$ cat src/rtl/port_uart_tx.sv
// UART transmitter output port: 4-entry byte FIFO feeding an 8N1 serializer.
// Status byte reports busy/full/empty/count and a sticky overflow flag.
module port_uart_tx #(
    parameter int unsigned CLKS_PER_BIT = 434,
    parameter int unsigned FIFO_DEPTH   = 4
) (
    input  logic       clk,
    input  logic       reset,
    input  logic       wr_en,
    input  logic [7:0] wr_data,
    output logic       tx,
    output logic [7:0] status
);

    localparam int unsigned TW = 16;
    localparam int unsigned PW = 2;
    localparam int unsigned CW = 3;

    typedef enum logic [1:0] {IDLE, START, DATA, STOP} state_e;

    state_e          state_q, state_d;
    logic [TW-1:0]   timer_q, timer_d;
    logic [2:0]      bit_q, bit_d;
    logic [7:0]      shift_q, shift_d;
    logic            tx_q, tx_d;
    logic [7:0]      mem_q [FIFO_DEPTH];
    logic [PW-1:0]   wr_ptr_q, wr_ptr_d;
    logic [PW-1:0]   rd_ptr_q, rd_ptr_d;
    logic [CW-1:0]   count_q, count_d;
    logic            ovf_q, ovf_d;
    logic [7:0]      status_q, status_d;
    logic            full, push, pop, bit_end;

    assign full    = (count_q == CW'(FIFO_DEPTH));
    assign push    = wr_en && !full;
    assign bit_end = (timer_q == TW'(CLKS_PER_BIT - 1));

    // Next-state: serializer FSM, FIFO bookkeeping, and registered outputs
    always_comb begin
        state_d  = state_q;
        timer_d  = timer_q;
        bit_d    = bit_q;
        shift_d  = shift_q;
        pop      = 1'b0;
        ovf_d    = ovf_q | (wr_en && full);

        case (state_q)
            IDLE: begin
                if (count_q != '0) begin
                    pop     = 1'b1;
                    shift_d = mem_q[rd_ptr_q];
                    timer_d = '0;
                    state_d = START;
                end
            end
            START: begin
                if (bit_end) begin
                    timer_d = '0;
                    bit_d   = '0;
                    state_d = DATA;
                end else begin
                    timer_d = timer_q + TW'(1);
                end
            end
            DATA: begin
                if (bit_end) begin
                    timer_d = '0;
                    shift_d = shift_q >> 1;
                    if (bit_q == 3'd7) begin
                        state_d = STOP;
                    end else begin
                        bit_d = bit_q + 3'd1;
                    end
                end else begin
                    timer_d = timer_q + TW'(1);
                end
            end
            STOP: begin
                if (bit_end) begin
                    timer_d = '0;
                    state_d = IDLE;
                end else begin
                    timer_d = timer_q + TW'(1);
                end
            end
            default: state_d = IDLE;
        endcase

        wr_ptr_d = push ? wr_ptr_q + PW'(1) : wr_ptr_q;
        rd_ptr_d = pop  ? rd_ptr_q + PW'(1) : rd_ptr_q;
        count_d  = count_q + CW'(push) - CW'(pop);

        // tx follows the state being entered so the line changes on the same edge
        case (state_d)
            START:   tx_d = 1'b0;
            DATA:    tx_d = shift_d[0];
            default: tx_d = 1'b1;
        endcase

        status_d = {1'b0, ovf_d, count_d, (count_d == '0),
                    (count_d == CW'(FIFO_DEPTH)), (state_d != IDLE)};
    end

    always_ff @(posedge clk) begin
        if (reset) begin
            state_q  <= IDLE;
            timer_q  <= '0;
            bit_q    <= '0;
            shift_q  <= '0;
            tx_q     <= 1'b1;
            wr_ptr_q <= '0;
            rd_ptr_q <= '0;
            count_q  <= '0;
            ovf_q    <= 1'b0;
            status_q <= 8'h04;
        end else begin
            state_q  <= state_d;
            timer_q  <= timer_d;
            bit_q    <= bit_d;
            shift_q  <= shift_d;
            tx_q     <= tx_d;
            wr_ptr_q <= wr_ptr_d;
            rd_ptr_q <= rd_ptr_d;
            count_q  <= count_d;
            ovf_q    <= ovf_d;
            status_q <= status_d;
        end
    end

    // Storage needs no reset; pointers and count define validity
    always_ff @(posedge clk) begin
        if (!reset && push) begin
            mem_q[wr_ptr_q] <= wr_data;
        end
    end

    assign tx     = tx_q;
    assign status = status_q;

endmodule
$ cat config.mk
export PLATFORM = sky130hd
export DESIGN_NAME = port_uart_tx
export DESIGN_NICKNAME = d
export VERILOG_FILES = /design/src/rtl/port_uart_tx.sv
export SDC_FILE = /design/constraint.sdc
export NUM_CORES = 1
export LEC_CHECK = 0
export ABC_AREA = 1
export CAP_MARGIN = 5
export CORE_MARGIN = 5
export CORE_UTILIZATION = 30
export DETAILED_ROUTE_END_ITERATION = 6
export GPL_ROUTABILITY_DRIVEN = 0
export PLACE_DENSITY_LB_ADDON = 0.25
export REMOVE_ABC_BUFFERS = 1
export SLEW_MARGIN = 20
export SYNTH_ARGS = -nofsm -noshare
export SYNTH_HDL_FRONTEND = slang
export SYNTH_SLANG_ARGS = --single-unit
export TNS_END_PERCENT = 100
$ cat constraint.sdc
create_clock -name clk -period 3.2 [get_ports clk]
set_input_delay 0.32 -clock clk [delete_from_list [all_inputs] [get_ports clk]]
set_output_delay 0.32 -clock clk [all_outputs]
set_load 0.005 [all_outputs]
==> results.py, run 1 <==
metrics = {
    "setup_path": {
        "cp.arrival_ps": 2400,
        "endpoint_kind": "flop",
        "criticalPathCategory": "reg2reg",
        "worstPathMaxFanout": 6,
        "cp-start-kind": "flop",
        "cp_data_required_time_ps": 3470,
    },
    "detailed_routing": {
        "drt_iter0_markers": 166,
        "wl_met3_um": 219,
        "viasPerCell": 4.61,
        "wl_per_cell_um": 13.0,
        "vias": 2591,
        "wl_mm": 7.31,
        "drc": 0,
        "route.met2.wl_mm": 3.47,
        "dr.pass1.iters": 6,
        "met1Wirelength_mm": 3.47,
        "final_antenna_net_count": 0,
        "highest_layer": "met4",
    },
    "timing": {
        "clock.fmax_ghz": 0.471,
        "hold_viol": 0,
        "slew_viol_final": 0,
        "setup-tns-final_ps": 0,
        "tightest_slew_ps": 713,
        "whs_ps": 466,
        "skew_ps": 6.78,
        "period_share": 0.664,
        "relSlewSlack": 0.523,
        "layout_min_cycle_time_ps": 2130,
        "finalSetupViolations": 0,
        "rsz0062_at_grt": "false",
    },
    "synth": {
        "synthTopCellsByCount": "77 x nand2_1, 50 x nor2_1, 43 x dfxtp_1, 38 x inv_1, 32 x edfxtp_1",
        "yosys.area_share.xor_xnor": 0.00760,
        "avgSynthCellArea_um2": 8.78,
        "yosysMostFrequentCell": "nand2_1",
        "yosysTopAreaCell": "edfxtp_1",
        "synth_cells": 394,
        "yosysSeqAreaShare": 0.527,
        "synth_edf_count": 32,
        "synth.area.mux_share": 0,
        "synthSimpleGateAreaFrac": 0.230,
        "synth-adder-area-share": 0.0420,
        "yosysTopAreaCellShare": 0.278,
        "synth_top_family_by_area": "simple AND/OR/NAND/NOR gates",
        "yosysWarnings": 0,
        "ys_types": 40,
        "synthArstFlopShare": 0,
        "syn_area_um2": 3460,
        "ys.flop_type": "dfxtp_1",
        "ys_seq_elements": 75,
        "synth_compound_area_frac": 0.129,
        "synth_area_leaders": "edfxtp_1 28%, dfxtp_1 25%, nand2_1 8.4%",
    },
    "cts": {
        "cts_max_level": 3,
        "cts_hold_buf": 0,
        "postCtsSetupRepairBufs": 0,
        "cts_tree": "done",
        "root_buffer": "clkbuf_16",
        "clock_latency_ps": 340,
        "numCtsBuffers": 9,
        "clock_sinks": 75,
        "cts.repair.resized": 0,
        "clk_pin_slew_ps": 60,
        "clockBufferDepth": 2,
    },
    "global_route": {
        "grt_pass1_wl_mm": 12.7,
        "gr-usage-all-layers": 0.112,
        "antenna_found_initial": 0,
        "first_global_vias": 2636,
        "overflow": 0,
        "grt_max_degree": 22,
    },
    "die": {
        "core_area_um2": 11400,
        "ioPinCount": 20,
        "die_h_um": 117,
        "rows": 39,
        "die_area_um2": 13800,
        "die_w_um": 117,
        "floorplan.initialDensity": 0.304,
    },
    "hold_path": {
        "hold_class": "reg2reg",
    },
    "layout": {
        "final_core_util": 0.359,
        "diodes": 0,
        "nNetsFinal": 436,
        "syn2layout_area_growth_pct": 18.1,
        "regArea_um2": 1820,
        "drive_above_1_share": 0.107,
        "multi_input_area_um2": 1420,
        "fill_cells": 1178,
    },
    "place": {
        "post-dp-hpwl_mm": 5.27,
        "numPortBuffers": 18,
    },
    "power_and_ir_drop": {
        "ir_worst_vdd_mv": 0.339,
        "power.share.switching": 0.326,
        "power_switching_mw": 1.04,
        "pwr-share-comb": 0.267,
        "power_frac_clock": 0.340,
        "seq_power_share": 0.394,
        "internal_power_mw": 2.14,
        "p_leak_nw": 1.60,
        "p_per_area_nw_per_um2": 777,
    },
    "status": {
        "status": "completed",
    },
    "run": {
        "cap_violations": 0,
    },
}
## cells in the final DEF, fill, tap and decap left out, types with 6 or more instances in the layout
cell type,n
dfxtp_1,43
nand3_1,14
nor2_2,6
nand2_1,77
nor2_1,50
o21ai_0,27
nand2_2,6
clkbuf_16,9
ha_1,10
o22ai_1,10
clkdlybuf4s50_1,18
inv_1,38
a21oi_1,24
o21ai_1,6
edfxtp_1,32
## cell families (layout without fill, tap and decap cells)
kind of cell / count (synthesis) / in the layout
AND/OR/NAND/NOR: 172 / 172
AO/OA/AOI/OAI: 80 / 80
flip-flops: 75 / 75
buffers and inverters: 52 / 77
adder cells (fa/ha/maj): 11 / 11
XOR/XNOR: 3 / 3
other: 1 / 1
## power groups by stage
stage	clock, mW	combinational [mW]	sequential [mW]
after CTS	1.11	0.864	1.25
after detailed placement	0	0.859	1.27
final	1.08	0.846	1.25
after global placement	0	0.850	1.27
after floorplan	0	0.576	1.24
after global routing	1.15	0.981	1.27
## area by class of cell
type | count | area share
timing repair buffer | 20 | 0.0478
clock inverter | 7 | 0.0227
sequential | 75 | 0.446
tap | 143 | 0.0438
clock buffer | 9 | 0.0551
multi-input combinational | 267 | 0.347
inverter | 41 | 0.0377
## state kept, by name, summed over array words and instances (netlist names), named ones only
signal	count
timer_q	16
bit_q	3
count_q	2
mem_q	32
ovf_q	1
state_q	2
shift_q	8
tx	1
wr_ptr_q	2
rd_ptr_q	2
status	4
## path summary, 6_finish.rpt
path	startpoint	to	slack, ps	depth (start not counted)
worst min-delay path	ovf_q	ovf_q	470	1
worst min register to register	ovf_q	ovf_q	470	1
worst max register to register	state_q[0]	status[1]	1070	10
worst max-delay path	state_q[0]	status[1]	1070	10
## critical path, stage by stage (launching register included)
cell	delay, ps
dfxtp_1	440
nor2_1	100
inv_1	180
nor2_2	80
ha_1	270
inv_1	40
ha_1	180
fa_1	390
xor2_1	190
nand2_1	90
nor2_1	100
## routing by layer
layer,track usage,up-vias
met5,0,-
met4,0.0457,0
met3,0.0318,11
met2,0.179,24
met1,0.142,1218
li1,-,1338
## metrics by stage
stage,worst slack [ps],power (mW),instance area (µm²),std cells
3_3_place_gp,925,2.12,3770,546
6_report,1070,3.17,4080,562
3_5_place_dp,877,2.13,3770,546
5_1_grt,814,3.40,4080,562
4_1_cts,1050,3.22,4080,562
2_1_floorplan,1060,1.82,3390,383
No activity file was read; power rests on OpenSTA's default activity.
==> inputs of run 2 (changes only) <==
==> constraint.sdc (replaced) <==
create_clock -name clk -period 2 [get_ports clk]
set_input_delay 0.2 -clock clk [delete_from_list [all_inputs] [get_ports clk]]
set_output_delay 0.2 -clock clk [all_outputs]
set_load 0.005 [all_outputs]
==> run 2 against run 1 <==
  * Cell area grew 3.3%
  * Clock power grew 42%
  * Sequential cell count is the same
  * Highest routed layer unchanged
  * Routed wire length grew 1.6%
==> results.py, run 2 (synthesized netlist as in run 1, its figures left out) <==
metrics = {
    "die": {
        "die_h_um": 117,
        "core_area_um2": 11400,
        "floorplan.initialDensity": 0.304,
        "die_w_um": 117,
        "rows": 39,
        "die_area_um2": 13800,
        "ioPinCount": 20,
    },
    "hold_path": {
        "min_path_cells": 2,
        "hold_class": "reg2reg",
        "worstHoldStart": "shift_q[7]",
        "whs_endpoint": "shift_q[7]",
    },
    "setup_path": {
        "cp.arrival_ps": 2120,
        "worstPathMaxFanout": 4,
        "cp-start-kind": "flop",
        "endpoint_kind": "flop",
        "criticalPathCategory": "reg2reg",
        "r2r-start": "count_q[0]",
        "cp_data_required_time_ps": 2230,
        "timing.rr.end": "status[2]",
        "reg2regPathDepth": 9,
        "rrSetupSlack_ps": 110,
    },
    "global_route": {
        "gr-usage-all-layers": 0.113,
        "grt_pass1_wl_mm": 12.6,
        "grt_max_degree": 20,
        "use_met3": 0.0298,
        "antenna_found_initial": 0,
        "use_met2": 0.176,
        "top_usage_layer": "met2",
        "overflow": 0,
        "first_global_vias": 2497,
        "grtUsageMet1": 0.145,
    },
    "power_and_ir_drop": {
        "ir_worst_vdd_mv": 0.547,
        "power_mw": 5.12,
        "p_per_area_nw_per_um2": 1210,
        "p_leak_nw": 1.68,
    },
    "detailed_routing": {
        "viasPerCell": 4.60,
        "vias": 2656,
        "drc": 0,
        "drt_iter0_markers": 161,
        "final_antenna_net_count": 0,
        "dr.pass1.iters": 4,
        "wl_mm": 7.43,
        "wl_per_cell_um": 12.9,
    },
    "layout": {
        "final_core_util": 0.371,
        "stdcell_count": 578,
        "diodes": 0,
        "syn2layout_area_growth_pct": 22.0,
        "nNetsFinal": 452,
        "top_register": "mem_q",
        "drive_above_1_share": 0.170,
        "final_common_cell": "nand2_1",
        "reg.largest.list": "mem_q: 32 flops, timer_q: 16 flops, shift_q: 8 flops",
        "largest_reg_flops": 32,
        "layout_common_cells": "76 x nand2_1, 49 x nor2_1, 41 x dfxtp_1",
        "final_area_um2": 4220,
    },
    "cts": {
        "cts_hold_buf": 0,
        "cts_max_level": 3,
        "cts_tree": "done",
        "clock_sinks": 75,
        "clk_pin_slew_ps": 60,
        "numCtsBuffers": 9,
        "root_buffer": "clkbuf_16",
        "clock_latency_ps": 340,
        "clockBufferDepth": 2,
    },
    "timing": {
        "layout_min_cycle_time_ps": 1890,
        "slew_viol_final": 0,
        "period_share": 0.944,
        "hold_viol": 0,
        "clock.fmax_ghz": 0.530,
        "finalSetupViolations": 0,
        "skew_ps": 5.22,
    },
    "status": {
        "status": "completed",
    },
    "run": {
        "cap_violations": 0,
    },
    "place": {
        "post-dp-hpwl_mm": 5.28,
        "placed_cell_area_um2": 3890,
        "numPortBuffers": 18,
        "placedCellCount": 561,
    },
}
## run 2: changes by cell type in the layout (fill, tap and decap cells not counted), sizes merged
cell and delta:
bufinv -2, clkinv -1, buf +16, inv +3
## run 2: report_power, final
| group | internal (mW) | switching [mW] |
|---|---|---|
| registers | 1.83 | 0.134 |
| clock network | 0.858 | 0.669 |
| logic | 0.652 | 0.981 |
| total | 3.34 | 1.78 |
## run 2: metrics by stage
step                worst slack, ps  TNS [ps]  hold slack, ps
detailed placement            -76.5      -226             460
CTS                            41.3         0             470
finish                          112         0             469
global route                  -27.7     -27.9             511
floorplan                      -143      -337             262
global placement              -49.2      -135             454
## run 2: layer usage
| metal | vias to the layer above | part of all wire |
|---|---|---|
| li1 | 1383 | - |
| met1 | 1228 | 0.48 |
| met2 | 34 | 0.47 |
| met3 | 11 | 0.030 |
| met4 | 0 | 0.021 |
| met5 | - | 0 |
## run 2: layout make-up
class	instances	area (µm²)
clock buffers	9	225
multi-input cells	267	1450
fillers	1184	7150
inverters	41	154
clock inverters	7	58.8
well taps	143	179
repair buffers	36	328
flip-flops and latches	75	1830
## run 2: worst max-delay path by stage
stage	start	end	slack, ps
6_report	count_q[0]	status[2]	110
5_1_grt	count_q[1]	status[1]	-30
4_1_cts	count_q[1]	status[2]	40
3_5_place_dp	wr_en	status[2]	-80
3_3_place_gp	wr_en	status[1]	-50
2_1_floorplan	state_q[0]	status[2]	-140
## run 2: critical path, cell delays in order, from the launching register on
cell and delay, ps:
dfxtp_1 390, buf_4 160, o21ai_2 60, ha_1 270, inv_1 40, ha_2 160
fa_2 520, inv_2 30, nand2_1 80, o21ai_2 50
## run 2: timing repair
item                       CTS  global route
resized for setup            0            14
buffers inserted             0             1
setup endpoints to repair    0             3
